File: src/rtl/status_flag_unit_pkg.sv
// Shared status-flag definitions: register width, flag bit positions, op classes.
package status_flag_unit_pkg;

    localparam int unsigned STATUS_REG_LEN = 4;

    localparam int unsigned Z_IDX = 3;
    localparam int unsigned C_IDX = 2;
    localparam int unsigned N_IDX = 1;
    localparam int unsigned V_IDX = 0;

    typedef enum logic [1:0] {
        OPC_LOGIC = 2'b00,
        OPC_ADD   = 2'b01,
        OPC_SUB   = 2'b10,
        OPC_NONE  = 2'b11
    } opc_e;

    typedef logic [STATUS_REG_LEN-1:0] stat_t;

endpackage

File: src/rtl/status_flag_unit_if.sv
// EXE/ID <-> status flag unit interface. master = pipeline side, slave = flag unit.
interface status_flag_unit_if
    import status_flag_unit_pkg::*;
#(
    parameter int unsigned DATA_W = 32,
    parameter int unsigned STAT_W = STATUS_REG_LEN
);
    logic              alu_valid;
    logic              s_bit;
    opc_e              op_class;
    logic [DATA_W-1:0] alu_result;
    logic              alu_carry;
    logic              op_a_msb;
    logic              op_b_msb;
    logic              stall;
    logic              flush;
    logic [STAT_W-1:0] stat_reg;
    logic              flags_hazard;

    modport master (
        output alu_valid, s_bit, op_class, alu_result, alu_carry,
               op_a_msb, op_b_msb, stall, flush,
        input  stat_reg, flags_hazard
    );

    modport slave (
        input  alu_valid, s_bit, op_class, alu_result, alu_carry,
               op_a_msb, op_b_msb, stall, flush,
        output stat_reg, flags_hazard
    );
endinterface

File: src/rtl/status_flag_unit_gen.sv
// status_flag_gen: combinational {Z,C,N,V} generation from the EXE-stage ALU result.
module status_flag_gen
    import status_flag_unit_pkg::*;
#(
    parameter int unsigned DATA_W = 32
) (
    input  logic [DATA_W-1:0] result_i,
    input  logic              carry_i,
    input  logic              a_msb_i,
    input  logic              b_msb_i,
    input  opc_e              op_class_i,
    input  logic              prev_c_i,
    input  logic              prev_v_i,
    output stat_t             flags_o
);
    logic r_msb;
    assign r_msb = result_i[DATA_W-1];

    // Z/N always from the result; C/V from the ALU for arithmetic, carried over for logic ops
    always_comb begin
        flags_o        = '0;
        flags_o[Z_IDX] = (result_i == '0);
        flags_o[N_IDX] = r_msb;
        unique case (op_class_i)
            OPC_ADD: begin
                flags_o[C_IDX] = carry_i;
                flags_o[V_IDX] = (a_msb_i == b_msb_i) & (r_msb != a_msb_i);
            end
            OPC_SUB: begin
                flags_o[C_IDX] = carry_i;
                flags_o[V_IDX] = (a_msb_i != b_msb_i) & (r_msb != a_msb_i);
            end
            default: begin
                flags_o[C_IDX] = prev_c_i;
                flags_o[V_IDX] = prev_v_i;
            end
        endcase
    end
endmodule

File: src/rtl/status_flag_unit.sv
// status_flag_unit: capture (EXE) / commit pipeline for the architectural N/Z/C/V status.
// Optional macro STATUS_BYPASS_EN forwards pending flags to stat_reg and ties flags_hazard low.
module status_flag_unit
    import status_flag_unit_pkg::*;
#(
    parameter int unsigned DATA_W = 32,
    parameter int unsigned STAT_W = STATUS_REG_LEN
) (
    input logic               clk,
    input logic               rst_n,
    status_flag_unit_if.slave bus
);
    logic [STAT_W-1:0] status_q, status_d;
    logic [STAT_W-1:0] pend_flags_q, pend_flags_d;
    logic              pend_valid_q, pend_valid_d;
    logic [STAT_W-1:0] newest;
    stat_t             new_flags;
    logic              cap;

    // LOGIC ops inherit C/V from the newest flags, which may still be pending
    assign newest = pend_valid_q ? pend_flags_q : status_q;

    assign cap = bus.alu_valid & bus.s_bit & (bus.op_class != OPC_NONE)
               & ~bus.stall & ~bus.flush;

    status_flag_gen #(
        .DATA_W (DATA_W)
    ) u_gen (
        .result_i   (bus.alu_result),
        .carry_i    (bus.alu_carry),
        .a_msb_i    (bus.op_a_msb),
        .b_msb_i    (bus.op_b_msb),
        .op_class_i (bus.op_class),
        .prev_c_i   (newest[C_IDX]),
        .prev_v_i   (newest[V_IDX]),
        .flags_o    (new_flags)
    );

    // Next state: commit old pending and capture new on the same edge; flush squashes the commit
    always_comb begin
        pend_valid_d = cap;
        pend_flags_d = pend_flags_q;
        status_d     = status_q;
        if (cap) begin
            pend_flags_d = new_flags;
        end
        if (pend_valid_q && !bus.flush) begin
            status_d = pend_flags_q;
        end
    end

    // Pending and architectural status registers
    always_ff @(posedge clk or negedge rst_n) begin
        if (!rst_n) begin
            status_q     <= '0;
            pend_flags_q <= '0;
            pend_valid_q <= 1'b0;
        end else begin
            status_q     <= status_d;
            pend_flags_q <= pend_flags_d;
            pend_valid_q <= pend_valid_d;
        end
    end

`ifdef STATUS_BYPASS_EN
    assign bus.stat_reg     = newest;
    assign bus.flags_hazard = 1'b0;
`else
    assign bus.stat_reg     = status_q;
    assign bus.flags_hazard = pend_valid_q;
`endif

endmodule

File: src/flat_wrapper.sv
// flat-port wrapper written by rule: the top's interface ports become plain ports
module status_flag_unit_flat import status_flag_unit_pkg::*;
#(
    parameter int unsigned DATA_W = 32,
    parameter int unsigned STAT_W = STATUS_REG_LEN
)
  (clk, rst_n, bus_alu_valid, bus_s_bit, bus_op_class, bus_alu_result, bus_alu_carry, bus_op_a_msb, bus_op_b_msb, bus_stall, bus_flush, bus_stat_reg, bus_flags_hazard);
  status_flag_unit_if #(.DATA_W(DATA_W), .STAT_W(STAT_W)) bus_i ();
  input logic clk;
  input logic rst_n;
  input wire logic [$bits(bus_i.alu_valid)-1:0] bus_alu_valid;
  input wire logic [$bits(bus_i.s_bit)-1:0] bus_s_bit;
  input wire logic [$bits(bus_i.op_class)-1:0] bus_op_class;
  input wire logic [$bits(bus_i.alu_result)-1:0] bus_alu_result;
  input wire logic [$bits(bus_i.alu_carry)-1:0] bus_alu_carry;
  input wire logic [$bits(bus_i.op_a_msb)-1:0] bus_op_a_msb;
  input wire logic [$bits(bus_i.op_b_msb)-1:0] bus_op_b_msb;
  input wire logic [$bits(bus_i.stall)-1:0] bus_stall;
  input wire logic [$bits(bus_i.flush)-1:0] bus_flush;
  output wire logic [$bits(bus_i.stat_reg)-1:0] bus_stat_reg;
  output wire logic [$bits(bus_i.flags_hazard)-1:0] bus_flags_hazard;
  assign bus_i.alu_valid = bus_alu_valid;
  assign bus_i.s_bit = bus_s_bit;
  assign bus_i.op_class = bus_op_class;
  assign bus_i.alu_result = bus_alu_result;
  assign bus_i.alu_carry = bus_alu_carry;
  assign bus_i.op_a_msb = bus_op_a_msb;
  assign bus_i.op_b_msb = bus_op_b_msb;
  assign bus_i.stall = bus_stall;
  assign bus_i.flush = bus_flush;
  assign bus_stat_reg = bus_i.stat_reg;
  assign bus_flags_hazard = bus_i.flags_hazard;
  status_flag_unit #(.DATA_W(DATA_W), .STAT_W(STAT_W)) u_core (.clk(clk), .rst_n(rst_n), .bus(bus_i));
endmodule
File: config.mk
export PLATFORM = sky130hd
export DESIGN_NAME = status_flag_unit_flat
export DESIGN_NICKNAME = d
export VERILOG_FILES = /design/src/rtl/status_flag_unit_pkg.sv /design/src/rtl/status_flag_unit_if.sv /design/src/rtl/status_flag_unit_gen.sv /design/src/rtl/status_flag_unit.sv /design/src/flat_wrapper.sv
export SDC_FILE = /design/constraint.sdc
export NUM_CORES = 1
export LEC_CHECK = 0
export CORE_MARGIN = 4
export CORE_UTILIZATION = 30
export CTS_CLUSTER_SIZE = 8
export DETAILED_ROUTE_END_ITERATION = 7
export PLACE_DENSITY = 0.77
export SYNTH_ARGS = -nofsm -noshare
export SYNTH_HDL_FRONTEND = slang
export SYNTH_SLANG_ARGS = --single-unit
export TNS_END_PERCENT = 30
File: constraint.sdc
create_clock -name clk -period 1.2 [get_ports clk]
set_input_delay 0.18 -clock clk [delete_from_list [all_inputs] [get_ports clk]]
set_output_delay 0.18 -clock clk [all_outputs]
set_load 0.005 [all_outputs]
# After elaboration in Yosys (flattened, before gate mapping)
# Cells that the tools add are included.
# word_totals
ff_bits	9
latch_bits	0
mem_bits_rw	0
romBits	0
inputBits	43
output_inout_bits	5
wordCells	30
memories	0
# op_classes
add_sub_neg	0
n_mul	0
div_mod_pow	0
order_cmp	0
n_eq_ne	8
shifts	0
muxes	3
bitwise_logic	8
n_reduce_logical	6
# ops
op	count
32-bit zero test	1
1-bit bitwise AND	6
2-bit inequality test, second input constant	2
2-bit AND reduction	2
3-bit two-way mux	1
3-bit inequality test, second input constant	1
2-bit by 1-bit == test with 1-bit output, second input constant	1
2-bit == test, second input constant	1
1-bit inequality test	2
1-bit inverter	2
1-bit one-hot mux with 2 select lines	1
2-bit OR reduction	1
1-bit == test	1
1-bit logical AND	1
1-bit zero test	1
1-bit two-way mux	1

# Depth between registers and ports, before layout
# logic_depth
word_depth	5
mapped_depth	6

# Modules after synthesis
# From an unflattened synthesis, not the netlist that was laid out.
# hier_totals
hier_cells	52
area_unflattened_um2	549.3
# modules_own_cells
module	n_inst	cells_each	area_each_um2
status_flag_unit	1	33	406.6
status_flag_gen	1	19	142.6

# Worst setup path before layout
# No wires, ideal clock.
# synth_path
path_kind	input -> register
startpoint	in bus_op_class[0]
endpoint	reg u_core.pend_flags_q[0]
arrival_ns	1.263
required_time_ns	1.069
setup_slack_ns	-0.193
stages	5
n_path_buf	1
cell_sequence	ha_1 or4_4 buf_6 nor4b_2 a211oi_1
# synth_between
elab_chain_len	5
elab_cells_between_ends	9
# synth_lines
element	line	rtl
from (decl)	flat_wrapper.sv:13	input wire logic [$bits(bus_i.op_class)-1:0] bus_op_class;
2-bit inequality test	status_flag_unit.sv:23	assign cap = bus.alu_valid & bus.s_bit & (bus.op_class != OPC_NONE)
1-bit bitwise AND	status_flag_unit.sv:23	
1-bit bitwise AND (2 in a row)	status_flag_unit.sv:24	& ~bus.stall & ~bus.flush;
2-bit AND reduction (no line)	n/a	
to (signal assigned)	status_flag_unit.sv:60	pend_flags_q <= pend_flags_d;
to (decl)	status_flag_unit.sv:14	logic [STAT_W-1:0] pend_flags_q, pend_flags_d;
# Several ways; a longest one is shown, not always the timed one.
# A chain may end at the register's enable or synchronous reset.

# Worst setup path after layout
# layout_path
startpoint	in bus_flush
endpoint	reg u_core.pend_flags_q[0]
# layout_between
elab_chain_len	3
# layout_lines
element	line	rtl
from (decl)	flat_wrapper.sv:19	input wire logic [$bits(bus_i.flush)-1:0] bus_flush;
1-bit inverter	status_flag_unit.sv:24	
1-bit bitwise AND	status_flag_unit.sv:24	
2-bit AND reduction (no line)	n/a	
# Every way passes these cells.

==> flow_metrics.py <==
metrics = {
    "status": {
        "status": "finished, violations left",
        "violations": "setup timing",
    },
    "layout": {
        "drive_gt1_share_pct": 18.1,
        "ff_latch_area_um2": 225,
        "nNetsFinal": 162,
        "area_delta_synth_final_pct": 112,
        "final_common_cell": "clkdlybuf4s50_1",
        "final_cell_area_mm2": 0.00112,
        "fill_cells": 132,
        "final_cell_mix": "clkdlybuf4s50_1 (36), nand2_1 (17), dfrtp_1 (9)",
        "multi_input_area_um2": 320,
        "fin_cells": 132,
        "antenna_cells": 0,
    },
    "floorplanning": {
        "die_w_um": 49.9,
        "core-area_mm2": 0.00158,
        "rows": 14,
        "ios": 48,
        "dieArea_mm2": 0.00249,
        "die_h_um": 49.9,
        "initial_core_util_pct": 33.4,
    },
    "pwr": {
        "power_mw": 0.934,
        "p_per_area_mw_per_mm2": 835,
        "ir_drop_mv": 0.393,
        "p_leak_nw": 0.498,
    },
    "global_routing": {
        "grt_max_degree": 10,
        "antenna_found_initial": 0,
        "grt_pass1_vias": 683,
        "grt_pass1_wl_mm": 2.70,
        "grt-ovfl-total": 0,
        "grt_usage_pct": 13.9,
    },
    "timing": {
        "slew_viol_final": 0,
        "relSlewSlack_pct": 73.7,
        "rsz0062_at_grt": "yes",
        "hold_slack_ns": 0.211,
        "min_period_ns": 1.20,
        "setup_slack_ns": -0.00274,
        "max_freq_ghz": 0.831,
        "hold_viol_final": 0,
        "tightest_slew_ns": 0.394,
        "period_share_pct": 100,
        "setup_viol": 1,
        "skew_ns": 0.00568,
    },
    "critical_path": {
        "critPathMaxStageDelay_ns": 0.60,
        "worst-path-max-fanout": 7,
        "cp-start-kind": "input pin",
        "crit_slowest_cell": "or4_4",
        "crit_required_ns": 1.33,
        "crit_type": "in2reg",
        "crit_arrival_ns": 1.34,
        "endpoint_kind": "flip-flop",
        "crit_chain": "clkdlybuf4s15_1 > or4_4 > nor4b_2 > a211oi_1",
    },
    "cts": {
        "h-tree-depth": 1,
        "cts_root_buf": "clkbuf_4",
        "cts_tree": "done",
        "clk_latency_ns": 0.26,
        "cts_buffer_depth": 2,
        "hold_buffers": 0,
        "cts_buffers": 3,
        "clk_pin_slew_ns": 0.06,
        "cts_sinks": 9,
    },
    "place": {
        "placed_cells": 126,
        "io_buffer_count": 47,
        "place_area_mm2": 0.00105,
        "dp_hpwl_mm": 1.46,
        "post-place-ws_ns": -0.652,
        "routabilityCongestion": 0.713,
    },
    "yosys": {
        "ys_seq_area_share_pct": 42.8,
        "synthDistinctLibCells": 19,
        "synth_top_cell_by_area": "dfrtp_1",
        "syn_nets": 103,
        "ys_seq_elements": 9,
        "avgSynthCellArea_um2": 9.08,
        "synthCells": 58,
        "synthesis.area_um2": 527,
        "synth_top_area_share_pct": 42.8,
        "synth_area_leaders": "dfrtp_1 (43%), nand2_1 (12%), nor4_1 (9.5%)",
        "ys_warn_count": 0,
    },
    "drt": {
        "drc": 0,
        "vias": 652,
        "ant_nets": 0,
        "vias_per_cell": 4.94,
        "drtIter0Drc": 2,
        "wirelength_mm": 1.63,
        "dr.pass1.iters": 2,
        "routedWlPerCell_um": 12.4,
    },
    "run": {
        "max_cap_violations": 0,
    },
    "min_path": {
        "min_path_type": "in2async",
    },
}
==> critical path, delay by kind of cell <==
family                 cells  cell delay [ns]
AO/OA/AOI/OAI              1             0.08
buffers and inverters      1             0.18
AND/OR/NAND/NOR            2             0.89
==> synthesized netlist by cell type <==
library cell and instances:
nor3_1 1, nor2_1 2, ha_1 2, clkinv_4 1, buf_6 1, xor2_1 1
nand4_1 2, a211oi_1 2, nor4_1 8, dfrtp_1 9, nor3b_1 1, nand3b_1 1
nor4b_2 1, o31ai_1 3, and2b_1 1, inv_1 1, or4_4 1, nand2b_1 3
nand2_1 17
==> path summary, 6_finish.rpt <==
check / startpoint / to / slack [ns] / depth (start not counted)
min in group clk: bus_stall / u_core.bus.flags_hazard / 0.40 / 3
hold / removal: rst_n / u_core.bus.stat_reg[0] / 0.21 / 1
setup reg to reg: u_core.bus.flags_hazard / u_core.pend_flags_q[0] / 0.17 / 4
max in group asynchronous: rst_n / u_core.bus.stat_reg[1] / 0.71 / 1
setup / recovery: bus_flush / u_core.pend_flags_q[0] / -0.003 / 4
hold reg to reg: u_core.bus.stat_reg[1] / u_core.bus.stat_reg[1] / 0.47 / 2
==> logic make-up after synthesis <==
logic type | Yosys count | share of synthesized area [%]
compound gates | 5 | 7.12
xor+xnor | 1 | 1.66
fa+ha+maj | 2 | 4.75
buf+inv | 3 | 4.51
flops | 9 | 42.8
simple gates | 38 | 39.2
==> what timing repair did <==
action,in CTS,in global routing
resized for setup,25,3
hold endpoints to repair,0,0
endpoints found under the setup margin,10,3
pin swaps,7,1
buffers inserted,2,0
==> metal layers <==
metal  GRT usage, %  vias to the layer above  wire length [um]
met2           25.8                       29               856
li1               -                      327                 -
met1           15.3                      292               623
met4           5.53                        0                21
met3           2.71                        4               129
met5              0                        -                 0
==> stage by stage <==
stage / setup TNS [ns] / util [%]
floorplan: -0.423 / -
global placement: -2.55 / 66.7
detailed placement: -2.79 / 66.7
CTS: 0 / 69.7
global route: -0.0727 / 71.0
finish: -0.00274 / 71.0
==> layout make-up <==
type / count / share of cell area [%]
inverters: 2 / 1.12
flip-flops and latches: 9 / 20.1
well taps: 16 / 1.79
multi-input cells: 46 / 28.6
repair buffers: 55 / 46.0
clock buffers: 4 / 2.35
==> where the power goes <==
group | leakage, nW | switching [mW] | internal, mW
clock | 0.0150 | 0.0990 | 0.128
combinational | 0.365 | 0.107 | 0.215
sequential | 0.118 | 0.0300 | 0.355
Note: power is estimated with default switching activity, not from simulation.
